===== config.mk =====
export PLATFORM = sky130hd
export DESIGN_NAME = sc_statemachine_rows
export DESIGN_NICKNAME = d
export VERILOG_FILES = /design/src/rtl/sc_statemachine_rows.sv
export SDC_FILE = /design/constraint.sdc
export NUM_CORES = 1
export LEC_CHECK = 0
export ABC_CLOCK_PERIOD_IN_PS = 1600
export CORE_MARGIN = 2
export CORE_UTILIZATION = 33
export CTS_BUF_LIST = sky130_fd_sc_hd__clkbuf_8 sky130_fd_sc_hd__clkbuf_16
export DETAILED_ROUTE_END_ITERATION = 16
export GPL_TIMING_DRIVEN = 0
export PLACE_DENSITY = 0.69
export SETUP_SLACK_MARGIN = 0.2
export SKIP_LAST_GASP = 1
export SLEW_MARGIN = 15
export SYNTH_ARGS = -nofsm -noshare
export SYNTH_HDL_FRONTEND = slang
export SYNTH_SLANG_ARGS = --single-unit

===== constraint.sdc =====
create_clock -name SC_STATEMACHINEROWS_CLOCK_50 -period 1.6 [get_ports SC_STATEMACHINEROWS_CLOCK_50]
set_input_delay 0.16 -clock SC_STATEMACHINEROWS_CLOCK_50 [delete_from_list [all_inputs] [get_ports SC_STATEMACHINEROWS_CLOCK_50]]
set_output_delay 0.16 -clock SC_STATEMACHINEROWS_CLOCK_50 [all_outputs]
set_load 0.02 [all_outputs]

===== src/rtl/sc_statemachine_rows.sv =====
// sc_statemachine_rows
//   Registered game-flow controller for the road display. Four states
//   (IDLE, LOAD, PLAY, GAMEOVER) drive one MUX41 select code per row and a
//   one-cycle SHIFT pulse that advances the road during play.
//
// Parameters
//   MUX41_SELECTWIDTH  width of each row select code (>= 2)
//   NUM_ROWS           number of rows driven (1..16)
//
// Ports
//   SC_STATEMACHINEROWS_CLOCK_50          system clock, rising edge
//   SC_STATEMACHINEROWS_RESET_InHigh      synchronous reset, active high
//   SC_STATEMACHINEROWS_START_InLow       start button, active-low level
//   SC_STATEMACHINEROWS_COLLISION_InHigh  collision level
//   SC_STATEMACHINEROWS_TICK_InHigh       one-cycle game tick
//   SC_STATEMACHINEROWS_SELECT_OUT        row selects, row r at [r*W +: W]
//   SC_STATEMACHINEROWS_SHIFT_OutHigh     one-cycle road-advance pulse
//   SC_STATEMACHINEROWS_STATE_OUT         current state code
//
// Optional build macro
//   SC_STATEMACHINEROWS_BLINK_EN  GAMEOVER rows blink FULL/CLEAR on each tick
//                                 (constant FULL when undefined)

module sc_statemachine_rows #(
  parameter int MUX41_SELECTWIDTH = 2,
  parameter int NUM_ROWS          = 8
) (
  input  logic                                  SC_STATEMACHINEROWS_CLOCK_50,
  input  logic                                  SC_STATEMACHINEROWS_RESET_InHigh,
  input  logic                                  SC_STATEMACHINEROWS_START_InLow,
  input  logic                                  SC_STATEMACHINEROWS_COLLISION_InHigh,
  input  logic                                  SC_STATEMACHINEROWS_TICK_InHigh,
  output logic [NUM_ROWS*MUX41_SELECTWIDTH-1:0] SC_STATEMACHINEROWS_SELECT_OUT,
  output logic                                  SC_STATEMACHINEROWS_SHIFT_OutHigh,
  output logic [1:0]                            SC_STATEMACHINEROWS_STATE_OUT
);

  localparam int W  = MUX41_SELECTWIDTH;
  localparam int FW = $clog2(NUM_ROWS + 1);

  localparam logic [W-1:0] SEL_CLEAR  = W'(0);
  localparam logic [W-1:0] SEL_FULL   = W'(1);
  localparam logic [W-1:0] SEL_RANDOM = W'(2);

  typedef enum logic [1:0] {
    IDLE     = 2'd0,
    LOAD     = 2'd1,
    PLAY     = 2'd2,
    GAMEOVER = 2'd3
  } state_t;

  state_t        state_q;
  logic [FW-1:0] fill_q;
  logic          start_prev_q;
  logic          shift_q;
  logic          start_ev;
  logic          go_full;

  // Falling edge of the active-low button; previous level resets high so a
  // button held through reset does not fire.
  assign start_ev = start_prev_q & ~SC_STATEMACHINEROWS_START_InLow;

`ifdef SC_STATEMACHINEROWS_BLINK_EN
  logic blink_q;
  assign go_full = ~blink_q;
`else
  assign go_full = 1'b1;
`endif

  always_ff @(posedge SC_STATEMACHINEROWS_CLOCK_50) begin
    if (SC_STATEMACHINEROWS_RESET_InHigh) begin
      state_q      <= IDLE;
      fill_q       <= '0;
      start_prev_q <= 1'b1;
      shift_q      <= 1'b0;
`ifdef SC_STATEMACHINEROWS_BLINK_EN
      blink_q      <= 1'b0;
`endif
    end else begin
      start_prev_q <= SC_STATEMACHINEROWS_START_InLow;
      shift_q      <= 1'b0;
      case (state_q)
        IDLE: begin
          fill_q <= '0;
          if (start_ev) state_q <= LOAD;
        end
        LOAD: begin
          if (SC_STATEMACHINEROWS_TICK_InHigh) begin
            fill_q <= fill_q + FW'(1);
            // Last reveal tick: fill lands on NUM_ROWS and stays there.
            if (fill_q == FW'(NUM_ROWS - 1)) state_q <= PLAY;
          end
        end
        PLAY: begin
          // Collision beats a same-cycle tick: no shift on the way out.
          if (SC_STATEMACHINEROWS_COLLISION_InHigh) begin
            state_q <= GAMEOVER;
`ifdef SC_STATEMACHINEROWS_BLINK_EN
            blink_q <= 1'b0;
`endif
          end else if (SC_STATEMACHINEROWS_TICK_InHigh) begin
            shift_q <= 1'b1;
          end
        end
        GAMEOVER: begin
          if (start_ev) begin
            state_q <= IDLE;
            fill_q  <= '0;
          end
`ifdef SC_STATEMACHINEROWS_BLINK_EN
          if (SC_STATEMACHINEROWS_TICK_InHigh) blink_q <= ~blink_q;
`endif
        end
        default: state_q <= IDLE;
      endcase
    end
  end

  // Per-row select decode from registered state only.
  for (genvar r = 0; r < NUM_ROWS; r++) begin : g_row
    logic [W-1:0] code;
    always_comb begin
      code = SEL_CLEAR;
      case (state_q)
        IDLE:     code = SEL_CLEAR;
        LOAD:     code = (fill_q > FW'(r)) ? SEL_RANDOM : SEL_CLEAR;
        PLAY:     code = SEL_RANDOM;
        GAMEOVER: code = go_full ? SEL_FULL : SEL_CLEAR;
        default:  code = SEL_CLEAR;
      endcase
    end
    assign SC_STATEMACHINEROWS_SELECT_OUT[r*W +: W] = code;
  end

  assign SC_STATEMACHINEROWS_SHIFT_OutHigh = shift_q;
  assign SC_STATEMACHINEROWS_STATE_OUT     = state_q;

endmodule


Word level (Yosys, flattened, before mapping):

Index checks and enable logic that the tools add are counted.

* $add $sub $neg: 1
* equality and inequality tests: 9
* reduce and logical (&&, ||, !) cells: 5
* $lt $le $gt $ge: 8
* muxes and demuxes: 26
* bitwise operators: 3

Operator list (number)
* $pmux W2 S4: 9
* $mux W2: 13
* $gt A4 B3 Y1 const B: 4
* $pmux W4 S3: 1
* $ne A2 B2 Y1 const B: 5
* $gt A4 B1 Y1 const B: 2
* $gt A4 B2 Y1 const B: 2
* $mux W4: 2
* $reduce_and A5 Y1: 1
* $add A4 B1 Y4 const B: 1
* $eq A2 B2 Y1 const B: 2
* $eq A4 B3 Y1 const B: 1
* $reduce_and A3 Y1: 1
* $reduce_bool A3 Y1: 1
* $reduce_or A3 Y1: 1
* $eq A2 B1 Y1 const B: 1
* $logic_not A2 Y1: 1
* $not A1 Y1: 2
* $and A1 B1 Y1: 1
* $mux W1: 1

* register bits after elaboration: 8
* output and inout port bits: 19
* bits of input ports: 5
* word-level logic and storage cells: 56

Logic depth before layout (Yosys ltp):

Gate-level depths: netlist of the first run.

* depth after elaboration: 4
* gate-level depth with buffers: 6
* depth with buffers taken out: 6

Least setup slack after synthesis of the first run:

OpenSTA, ideal clock, no wires.

* path kind: register -> register
* from: register state_q[0], in the netlist SC_STATEMACHINEROWS_STATE_OUT[0]
* to: register state_q[0], in the netlist SC_STATEMACHINEROWS_STATE_OUT[0]
* setup slack: -0.310 ns
* library setup time: 0.122 ns
* data arrival time: 1.788 ns
* stages on the path, launching flop included: 6
* data required time: 1.478 ns
* buffers on the path: 0
* clock period less this slack: 1.910 ns
* cells stage by stage: dfxtp_1 -> inv_1 -> ha_1 -> or2_0 -> a221o_1 -> o311a_1

* cells in the longest elaborated chain, start to end: 3
* elaborated cells on any way between the ends: 11
* those cells by class: 8 x eq/ne; 1 x mux; 2 x reduce/logical

RTL lines
* from (decl): line 52 `state_t state_q;`
* from (signal assigned): line 72 `state_q <= IDLE;`
* from (signal assigned): line 85 `if (start_ev) state_q <= LOAD;`
* from (signal assigned): line 91 `if (fill_q == FW'(NUM_ROWS - 1)) state_q <= PLAY;`
* $eq A2 B1 Y1 (tied with other cells): line 82 `case (state_q)`
* $ne A2 B2 Y1 (no line)
* $reduce_and A5 Y1 (no line)

Several ways; a longest one is shown, not always the timed one.
A chain may end at the register's enable or synchronous reset.

Final worst setup path of the first run:

* from: register state_q[1], in the netlist SC_STATEMACHINEROWS_STATE_OUT[1]
* to: output port SC_STATEMACHINEROWS_SELECT_OUT[9]

* cells in the longest elaborated chain, start to end: 2
* elaborated cells on any way between the ends: 5
* those cells by class: 3 x eq/ne; 1 x mux; 1 x reduce/logical

RTL lines
* $eq A2 B2 Y1 (tied with other cells): line 124 `case (state_q)`
* $pmux W2 S4 (*): line 124
* to (decl): line 33 `output logic [NUM_ROWS*MUX41_SELECTWIDTH-1:0] SC_STATEMACHINEROWS_SELECT_OUT,`

Every way passes the cells marked *; elsewhere a longest branch is shown, timed or not.

==> run metrics, run 1 <==
leak pwr=0.5346 nW; Clock Power Share=roughly 14%; setup TNS=-0.02178 ns; number of global-route vias before repair=between 600 and 700; status=complete, but fails checks; post-synthesis average cell area=between 8 and 9 um^2; CTS tree=built; switching pwr=around 0.74 mW; routed wire length=around 2 mm; max-cap viol count=0; Die Width=between 40 and 50 um; final hold slack=between 0.5 and 0.6 ns; layout cells sized above 1=about three fifths; CP peak stage delay=~0.37 ns; Syn. warnings=0; RSZ-0062 raised after global routing=true; Hold Buf Count CTS=0; Slew headroom=a little under three quarters; initial antenna violation count=0; Slew Limit Fails=0; Worst Clk Skew=~0.0055 ns; CP max FO=6; setup ws final=-0.01379 ns; Area growth syn-to-layout=83.06%; CP cell instances=inv_4 > ha_4 > nand2_4 > o21a_4 > a31oi_4 > buf_6; number of port buffers=23; worst slew pin tran=about 0.43 ns; internal power=approximately 0.93 mW; vias per cell=roughly 5.0; pin count of the biggest net entering global routing=12; Synth Instances=84; total power=1.670 mW; Worst R2R End=SC_STATEMACHINEROWS_STATE_OUT[1]$_SDFFE_PP0P_; IO Pins=24; sequential share of the synthesized area=between 20% and 30%; Die Ht=approximately 49 um; DIE AREA=roughly 2400 um^2; overall routing resource usage=15.69%; Mapped Area=between 600 and 700 um^2; Setup Slack @ Placement=-0.4882 ns; final worst path period share=100.9%; DR WL/cell=approximately 13 um; CP Capture Type=primary output; number of distinct library cells after synthesis=30; Filler Cell Count=about 170; Max clock buf depth=2; DRT Pass-1 Iters=4; post-route cell area=about 1200 um^2; min-delay src=SC_STATEMACHINEROWS_START_InLow; power share of the sequential group=a little under a fifth; CP startpoint kind=flip-flop; NumNets Final=between 100 and 150; root buf cell=clkbuf_8; WP data required=1.44 ns; DRT iter0 DRCs=17; Comb pwr share=about 67%; Slowest cell on crit path=dfxtp_4; Pwr Density=1343 nW/um^2; register bit total from synthesis=8; setup violators final=2; Reg clk slew, reported paths=0.04 ns; clk sink count=8; Placeable Area=approximately 1900 um^2; failing checks=negative setup slack; RD Place Congestion=around 0.8; Clk Latency, worst-skew pair=roughly 0.23 ns; hold path cells=2; Hold Fails Final Rpt=0; Reg2Reg Depth=6; Syn Nets=100; first-pass GRT wire length=2.967 mm; Worst VDD drop=roughly 0.82 mV; Final min period=~1.6 ns; commonest non-fill, non-tap cell in the layout=buf_4; Synth area leaders=dfxtp_1, ha_1, buf_4, inv_1, a21oi_1; Worst Hold End=start_prev_q$_SDFF_PP1_; Fmax=approximately 620 MHz; most frequent cells in the layout=buf_4, buf_6, buf_2; Starting Density=around a third; DP Area=between 1000 and 1500 um^2; H-tree depth reported by CTS=1; DRC=0; Antenna diodes=0; Synth area leader=dfxtp_1; WS Path Type=reg -> out; flop2flop setup slack=-0.01 ns; crit path DAT=about 1.5 ns; Yosys top cell area share=between 20% and 30%; total CTS buffers=3; Sw Ratio=roughly 44%; Hold WC Path Type=in -> reg; Routed Antenna Nets=0; post-DP HPWL=~1.2 mm; via count=roughly 750; num rows=16; r2r startpoint=SC_STATEMACHINEROWS_STATE_OUT[0]$_SDFFE_PP0P_; grt total ovfl=0
## layer usage
layer | track usage (%) | wire [um] | vias up
met5 | 0 | 0 | -
li1 | - | - | 367
met2 | 29.05 | 964 | 33
met3 | 3.681 | 137 | 2
met1 | 18.35 | 858 | 345
met4 | 2.778 | 11 | 0
## through the flow
| step | instances | utilization, % |
|---|---|---|
| 2_1_floorplan | 84 | - |
| 3_3_place_gp | 134 | 53.03 |
| 3_5_place_dp | 134 | 53.03 |
| 4_1_cts | 147 | 61.28 |
| 5_1_grt | 149 | 64.05 |
| 6_report | 149 | 64.05 |
## critical path: cells and delay by family (launching register included)
| kind | cells | cell delay (ns) |
|---|---|---|
| buf+inv | 2 | 0.21 |
| simple gates | 1 | 0.08 |
| compound gates | 2 | 0.40 |
| flops | 1 | 0.37 |
| fa+ha+maj | 1 | 0.16 |
## how the worst max path moves through the flow
| stage | start | cells after the start | slack, ns | endpoint |
|---|---|---|---|---|
| after global placement | SC_STATEMACHINEROWS_STATE_OUT[1]$_SDFFE_PP0P_ | 6 | -0.50 | SC_STATEMACHINEROWS_SELECT_OUT[9] |
| after detailed placement | SC_STATEMACHINEROWS_STATE_OUT[1]$_SDFFE_PP0P_ | 6 | -0.49 | SC_STATEMACHINEROWS_SELECT_OUT[9] |
| final | SC_STATEMACHINEROWS_STATE_OUT[1]$_SDFFE_PP0P_ | 6 | -0.01 | SC_STATEMACHINEROWS_SELECT_OUT[9] |
| after CTS | SC_STATEMACHINEROWS_STATE_OUT[0]$_SDFFE_PP0P_ | 6 | -0.01 | SC_STATEMACHINEROWS_STATE_OUT[1]$_SDFFE_PP0P_ |
| after global routing | SC_STATEMACHINEROWS_STATE_OUT[0]$_SDFFE_PP0P_ | 6 | -0.08 | SC_STATEMACHINEROWS_STATE_OUT[1]$_SDFFE_PP0P_ |
| after floorplan | SC_STATEMACHINEROWS_STATE_OUT[0]$_SDFFE_PP0P_ | 5 | 0.04 | SC_STATEMACHINEROWS_STATE_OUT[1]$_SDFFE_PP0P_ |
## registers in the layout, summed over array words and instances (netlist names)
signal	count
SC_STATEMACHINEROWS_STATE_OUT	2
start_prev_q	1
fill_q	4
SC_STATEMACHINEROWS_SHIFT_OutHigh	1
## cell usage after synthesis
library cell and count:
a21o_1 1, a21o_2 1, a21oi_1 6, a221o_1 1
a31oi_1 3, and4_1 1, buf_4 7, clkbuf_1 1
dfxtp_1 8, ha_1 11, inv_1 10, nand2_1 7
nand2b_1 1, nand3_1 4, nand3b_1 1, nand4_1 1
nor2_1 1, nor2b_1 1, o211ai_1 1, o21a_1 1
o21ai_0 5, o21ai_1 1, o311a_1 1, o31a_1 1
o31ai_1 1, o32ai_1 1, o41ai_2 1, or2_0 1
or2_2 3, or3_1 1
## cells by family (layout without fill, tap and decap cells)
logic type	Yosys count	count (layout)	share of synthesized area (%)
compound gates	25	25	25.23
simple gates	22	22	17.13
buf+inv	18	56	13.81
fa+ha+maj	11	11	20.26
flops	8	8	23.57
## what timing repair did
action / 4_1_cts / 5_1_grt
resized for setup: 83 / 28
pin swaps: 2 / 5
setup endpoints to repair: 21 / 22
setup buffers: 10 / 2
## power groups by stage
stage	clock (mW)	sequential [mW]	combinational (mW)
final	0.240	0.310	1.12
after global routing	0.253	0.315	1.21
after CTS	0.244	0.305	1.03
after detailed placement	0	0.318	0.885
after global placement	0	0.319	0.868
after floorplan	0	0.330	0.565
## area by class of cell
class	instances	area [um^2]	area share [%]
timing repair buffer	35	309.0	24.85
sequential	8	175.2	14.08
multi-input combinational	58	574.3	46.18
clock buffer	3	41.29	3.320
buffer	8	57.56	4.628
tap	27	33.78	2.716
inverter	10	52.55	4.225
Power figures use the tool's default switching activity.
==> run 2: changes to the inputs <==
--- a/config.mk
+++ b/config.mk
@@ -5,13 +5,13 @@
 export SDC_FILE = /design/constraint.sdc
 export NUM_CORES = 1
 export LEC_CHECK = 0
-export ABC_CLOCK_PERIOD_IN_PS = 1600
+export ABC_CLOCK_PERIOD_IN_PS = 1500
 export CORE_MARGIN = 2
 export CORE_UTILIZATION = 33
-export CTS_BUF_LIST = sky130_fd_sc_hd__clkbuf_8 sky130_fd_sc_hd__clkbuf_16
+export CTS_BUF_LIST = sky130_fd_sc_hd__clkbuf_16
 export DETAILED_ROUTE_END_ITERATION = 16
 export GPL_TIMING_DRIVEN = 0
-export PLACE_DENSITY = 0.69
+export PLACE_DENSITY = 0.67
 export SETUP_SLACK_MARGIN = 0.2
 export SKIP_LAST_GASP = 1
 export SLEW_MARGIN = 15
==> constraint.sdc (replaced) <==
create_clock -name SC_STATEMACHINEROWS_CLOCK_50 -period 1.5 [get_ports SC_STATEMACHINEROWS_CLOCK_50]
set_input_delay 0.15 -clock SC_STATEMACHINEROWS_CLOCK_50 [delete_from_list [all_inputs] [get_ports SC_STATEMACHINEROWS_CLOCK_50]]
set_output_delay 0.15 -clock SC_STATEMACHINEROWS_CLOCK_50 [all_outputs]
set_load 0.02 [all_outputs]
==> run 2 against run 1 <==
Net effect:
- the run still ends with negative setup slack left
- combinational power up 30%
- global-route usage up 2.9 points
- utilization up 11 points
- worst hold slack lost 0.015 ns
- critical path type is now reg -> reg
- largest power group unchanged
==> run metrics, run 2 (same netlist as run 1, synthesis figures left out) <==
clk sink count=8 (unchanged); overall routing resource usage=18.55% (+2.9 points); CP Capture Type=flip-flop; failing checks=negative setup slack; Antenna diodes=0 (unchanged); Starting Density=34.99% (unchanged); final non-filler cell total=165 (+11%); via count=818 (+9.5%); Worst VDD drop=1.202 mV (+46%); RD Place Congestion=0.8186 (+2.4%); pin count of the biggest net entering global routing=9 (-3); Slew headroom=81.92% (+11 points); first-pass GRT wire length=3.539 mm (+19%); layout cells sized above 1=61.59% (+3.4 points); max reg flops=4 (unchanged); Setup Slack @ Placement=-0.6056 ns (-0.1175 ns); Max clock buf depth=2 (unchanged); DRT iter0 DRCs=22 (+5); Layout Utilization=74.55% (+11 points); number of port buffers=23 (unchanged); Placeable Area=1942 um^2 (unchanged); crit path DAT=1.87 ns (+0.42 ns); DIE AREA=2438 um^2 (unchanged); Hold Fails Final Rpt=0 (unchanged); worst slew pin tran=0.2704 ns (-0.1620 ns); DRC=0 (unchanged); leak pwr=0.6628 nW (+24%); final hold slack=0.5075 ns (-0.01469 ns); DRT Pass-1 Iters=4 (unchanged); placed cell count=134 (unchanged); RSZ-0062 raised after global routing=true; total CTS buffers=3 (unchanged); status=complete, but fails checks; number of global-route vias before repair=792 (+14%); H-tree depth reported by CTS=1 (unchanged); CP startpoint kind=flip-flop; Reg with most FFs=fill_q; DR WL/cell=14.46 um (+9.3%); Hold WC Path Type=in -> reg; num rows=16 (unchanged); WP data required=1.65 ns (+0.21 ns); Routed Antenna Nets=0 (unchanged); most frequent cells in the layout=buf_4, buf_6, inv_1, ha_1, ha_4; IO Pins=24 (unchanged); commonest non-fill, non-tap cell in the layout=buf_4; setup violators final=19 (+17); Die Ht=49.38 um (unchanged); Slew Limit Fails=0 (unchanged); final worst path period share=114.4%; total power=2.249 mW (+35%); Die Width=49.38 um (unchanged); Reg clk slew, reported paths=0.04 ns (about the same); Worst Clk Skew=0.003537 ns (-0.001968 ns); Area growth syn-to-layout=113.1%; setup ws final=-0.2160 ns (-0.2022 ns); vias per cell=4.958 (-1.1%); Fmax=a little under 600 MHz; root buf cell=clkbuf_16; Hold Buf Count CTS=0 (unchanged); Clk Latency, worst-skew pair=0.23 ns (about the same); Final min period=1.716 ns; max-cap viol count=0 (unchanged); Pwr Density=1554 nW/um^2 (+16%); flop2flop setup slack=-0.22 ns (-0.20 ns); CP max FO=4 (-2); CTS tree=built; initial antenna violation count=0 (unchanged); NumNets Final=155 (+11%); post-DP HPWL=1.264 mm (+2.0%); WS Path Type=reg -> reg; grt total ovfl=0 (unchanged); routed wire length=2.386 mm (+21%)
## run 2: cell count changes in the layout (fill, tap and decap cells not counted), sizes merged
cell           previous run  this run
clkdlybuf4s50             5         4
buf                      34        50
dlymetal6s2s              0         1
inv                      10        11
clkdlybuf4s15             1         0
## run 2: power by group
| group | switching (mW) | internal (mW) | leakage (nW) |
|---|---|---|---|
| Sequential | 0.0702 | 0.260 | 0.0681 |
| Combinational | 0.704 | 0.755 | 0.552 |
| Clock | 0.112 | 0.348 | 0.0423 |
| Total | 0.886 | 1.36 | 0.663 |
## run 2: critical path: stages, from the launching register on
cell      delay [ns]
dfxtp_4         0.40
inv_6           0.05
buf_6           0.12
ha_4            0.14
nand3b_1        0.19
a21o_1          0.19
or3_1           0.36
a31oi_1         0.17
## run 2: per-stage QoR
stage	instance area (um^2)	setup TNS [ns]
after global placement	1021	-3.910
after global routing	1448	-2.664
after floorplan	757.0	-0.1676
after detailed placement	1021	-3.966
final	1448	-2.028
after CTS	1326	-0.5080
## run 2: cell type report
type                    count  area [um^2]
fillers                   136        494.2
plain buffers               8        61.31
clock inverters             1        3.754
inverters                  10        50.05
well taps                  27        33.78
multi-input cells          58        573.1
clock buffers               3        75.07
repair buffers             50        475.5
flip-flops and latches      8        175.2
## run 2: worst paths after layout
| check | from | to | depth (start not counted) |
|---|---|---|---|
| max | SC_STATEMACHINEROWS_STATE_OUT[0]$_SDFFE_PP0P_ | fill_q[3]$_SDFFE_PP0P_ | 7 |
| min | SC_STATEMACHINEROWS_START_InLow | start_prev_q$_SDFF_PP1_ | 2 |
| max reg2reg | SC_STATEMACHINEROWS_STATE_OUT[0]$_SDFFE_PP0P_ | fill_q[3]$_SDFFE_PP0P_ | 7 |
| min reg2reg | fill_q[2]$_SDFFE_PP0P_ | fill_q[2]$_SDFFE_PP0P_ | 2 |
## run 2: routing by layer
layer  up-vias  global-route usage [%]  part of all wire (%)
li1        399                       -                     -
met1       386                   20.52                    40
met2        31                   36.26                    54
met3         2                   3.067                   5.7
met4         0                   4.167                  0.25
met5         -                       0                     0
## run 2: timing repair
item,in CTS,in global routing
gates resized for setup,118,16
pin swaps,8,6
gates cloned,1,0
buffers inserted,19,7
endpoints found under the setup margin,23,23
==> run 3: changes to the inputs <==
--- a/config.mk
+++ b/config.mk
@@ -7,11 +7,11 @@
 export LEC_CHECK = 0
 export ABC_CLOCK_PERIOD_IN_PS = 1500
 export CORE_MARGIN = 2
-export CORE_UTILIZATION = 33
+export CORE_UTILIZATION = 43
 export CTS_BUF_LIST = sky130_fd_sc_hd__clkbuf_16
 export DETAILED_ROUTE_END_ITERATION = 16
 export GPL_TIMING_DRIVEN = 0
-export PLACE_DENSITY = 0.67
+export PLACE_DENSITY = 0.82
 export SETUP_SLACK_MARGIN = 0.2
 export SKIP_LAST_GASP = 1
 export SLEW_MARGIN = 15
==> run 3 against run 2 <==
Net effect:
- the run still ends with negative setup slack left
- fmax fell by 0.41%
- worst setup slack got worse by 0.0070 ns
- design area fell by 9.7%
- register-to-register slack barely moved
- power fell by 5.3%
- die area fell by 21%
- highest routed layer unchanged
- critical path depth did not move
- critical path type unchanged
- largest power group unchanged
==> run metrics, run 3 (same netlist as run 1, synthesis figures left out) <==
initial antenna violation count=0 (unchanged); Clock Power Share=21.9% (+1.4 points); Multi-input gate area=561.8 um^2 (-2.0%); leak pwr=0.5873 nW (-11%); RD Place Congestion=0.8555 (+4.5%); pin count of the biggest net entering global routing=9 (unchanged); Slew Limit Fails=0 (unchanged); Comb pwr share=62.7% (-2.2 points); crit path DAT=1.88 ns (about the same); final hold slack=0.5083 ns (+0.0008510 ns); number of port buffers=23 (unchanged); Fmax=580.4 MHz (-0.41%); internal power=1.247 mW (-8.5%); Placeable Area=1489 um^2 (-23%); grt total ovfl=0 (unchanged); vias per cell=5.776 (+17%); placed cell count=123 (-8.2%); Hold Fails Final Rpt=0 (unchanged); final non-filler cell total=143 (-13%); DRT iter0 DRCs=23 (+4.5%); num rows=14 (-2); worst slew pin tran=0.4017 ns (+0.1314 ns); setup TNS=-1.254 ns (+0.7741 ns); overall routing resource usage=27.30% (+8.8 points); clk sink count=8 (unchanged); CP Capture Type=flip-flop; most frequent cells in the layout=buf_4, buf_6, ha_1; Worst Clk Skew=0.003114 ns (-0.0004229 ns); Area growth syn-to-layout=92.45%; Sw Ratio=41.49% (+2.1 points); Setup Slack @ Placement=-0.6273 ns (-0.02167 ns); WP data required=1.65 ns (about the same); status=complete, but fails checks; flop2flop setup slack=-0.22 ns (about the same); max-cap viol count=0 (unchanged); commonest non-fill, non-tap cell in the layout=buf_4; CTS tree=built; root buf cell=clkbuf_16; DRC=0 (unchanged); DR WL/cell=17.90 um (+24%); H-tree depth reported by CTS=1 (unchanged); number of global-route vias before repair=792 (unchanged); Hold Buf Count CTS=0 (unchanged); Die Width=43.75 um (-11%); power share of the sequential group=15.4% (+0.7 points); storage element area=175.2 um^2 (unchanged); Filler Cell Count=69 (-49%); CP max FO=5 (+1); Antenna diodes=0 (unchanged); DRT Pass-1 Iters=4 (unchanged); Reg clk slew, reported paths=0.04 ns (about the same); setup ws final=-0.2230 ns (-0.006985 ns); Final min period=1.723 ns (+0.006985 ns); WS Path Type=reg -> reg; Pwr Density=1629 nW/um^2 (+4.9%); DIE AREA=1914 um^2 (-21%); CP startpoint kind=flip-flop; Clk Latency, worst-skew pair=0.24 ns (about the same); routed wire length=2.560 mm (+7.3%); IO Pins=24 (unchanged); final worst path period share=114.9% (+0.47 points); switching pwr=0.8838 mW (-0.28%); via count=826 (+0.98%); max reg flops=4 (unchanged); layout cells sized above 1=59.84% (-1.8 points); setup violators final=12 (-7); Routed Antenna Nets=0 (unchanged); failing checks=negative setup slack; Reg with most FFs=fill_q; Worst VDD drop=1.824 mV (+52%); NumNets Final=144 (-7.1%); Slew headroom=73.22% (-8.7 points); Die Ht=43.75 um (-11%); total power=2.130 mW (-5.3%); RSZ-0062 raised after global routing=true; Hold WC Path Type=in -> reg; total CTS buffers=3 (unchanged); Max clock buf depth=2 (unchanged); post-DP HPWL=1.310 mm (+3.6%); first-pass GRT wire length=3.712 mm (+4.9%); Starting Density=45.63% (+11 points)
## run 3: changes by cell type in the layout (fill, tap and decap cells not counted), moves of 2 or more
cell / change
buf_4: -8
o21ai_1: +2
o21ai_0: -2
buf_2: +3
inv_2: +2
buf_6: -8
inv_4: -3
## run 3: timing repair
| action | 4_1_cts | 5_1_grt |
|---|---|---|
| pin swaps | 6 | 12 |
| setup endpoints to repair | 23 | 22 |
| setup buffers | 11 | 5 |
| resized for setup | 106 | 12 |
## run 3: final timing paths
check | startpoint | endpoint | cells past startpoint
worst max-delay path | SC_STATEMACHINEROWS_STATE_OUT[0]$_SDFFE_PP0P_ | fill_q[3]$_SDFFE_PP0P_ | 7
worst min-delay path | SC_STATEMACHINEROWS_START_InLow | start_prev_q$_SDFF_PP1_ | 2
worst max register to register | SC_STATEMACHINEROWS_STATE_OUT[0]$_SDFFE_PP0P_ | fill_q[3]$_SDFFE_PP0P_ | 7
worst min register to register | fill_q[0]$_SDFFE_PP0P_ | fill_q[0]$_SDFFE_PP0P_ | 3
## run 3: final cells by class
| class | instances | share of cell area [%] |
|---|---|---|
| Multi-Input combinational cell | 58 | 42.97 |
| Sequential cell | 8 | 13.40 |
| Clock inverter | 1 | 0.2871 |
| Inverter | 10 | 3.636 |
| Timing Repair Buffer | 39 | 27.46 |
| Clock buffer | 3 | 5.742 |
| Tap cell | 16 | 1.531 |
| Buffer | 8 | 4.976 |
## run 3: routing by layer
metal / vias up / global-route usage, % / part of all wire (%)
met5: - / 0 / 0
met4: 0 / 21.21 / 3.5
met3: 8 / 5.000 / 5.5
met2: 44 / 45.00 / 49
met1: 398 / 30.61 / 42
li1: 376 / - / -
## run 3: power groups by stage
stage	logic [mW]	clock network (mW)	registers, mW
CTS	1.17	0.465	0.320
global placement	0.911	0	0.333
global route	1.41	0.476	0.333
detailed placement	0.951	0	0.336
finish	1.34	0.466	0.329
floorplan	0.593	0	0.351
## run 3: per-stage QoR
stage                     utilization [%]  instance area (um^2)
after floorplan                         -                 757.0
after global placement              67.65                  1007
after detailed placement            67.65                  1007
after CTS                           82.60                  1230
after global routing                87.82                  1308
final                               87.82                  1308
## run 3: critical path: stages (launching register included)
cell,delay [ns]
dfxtp_4,0.41
inv_6,0.06
buf_12,0.13
ha_4,0.15
nand3b_1,0.21
a21o_1,0.21
or3_1,0.32
a31oi_1,0.15
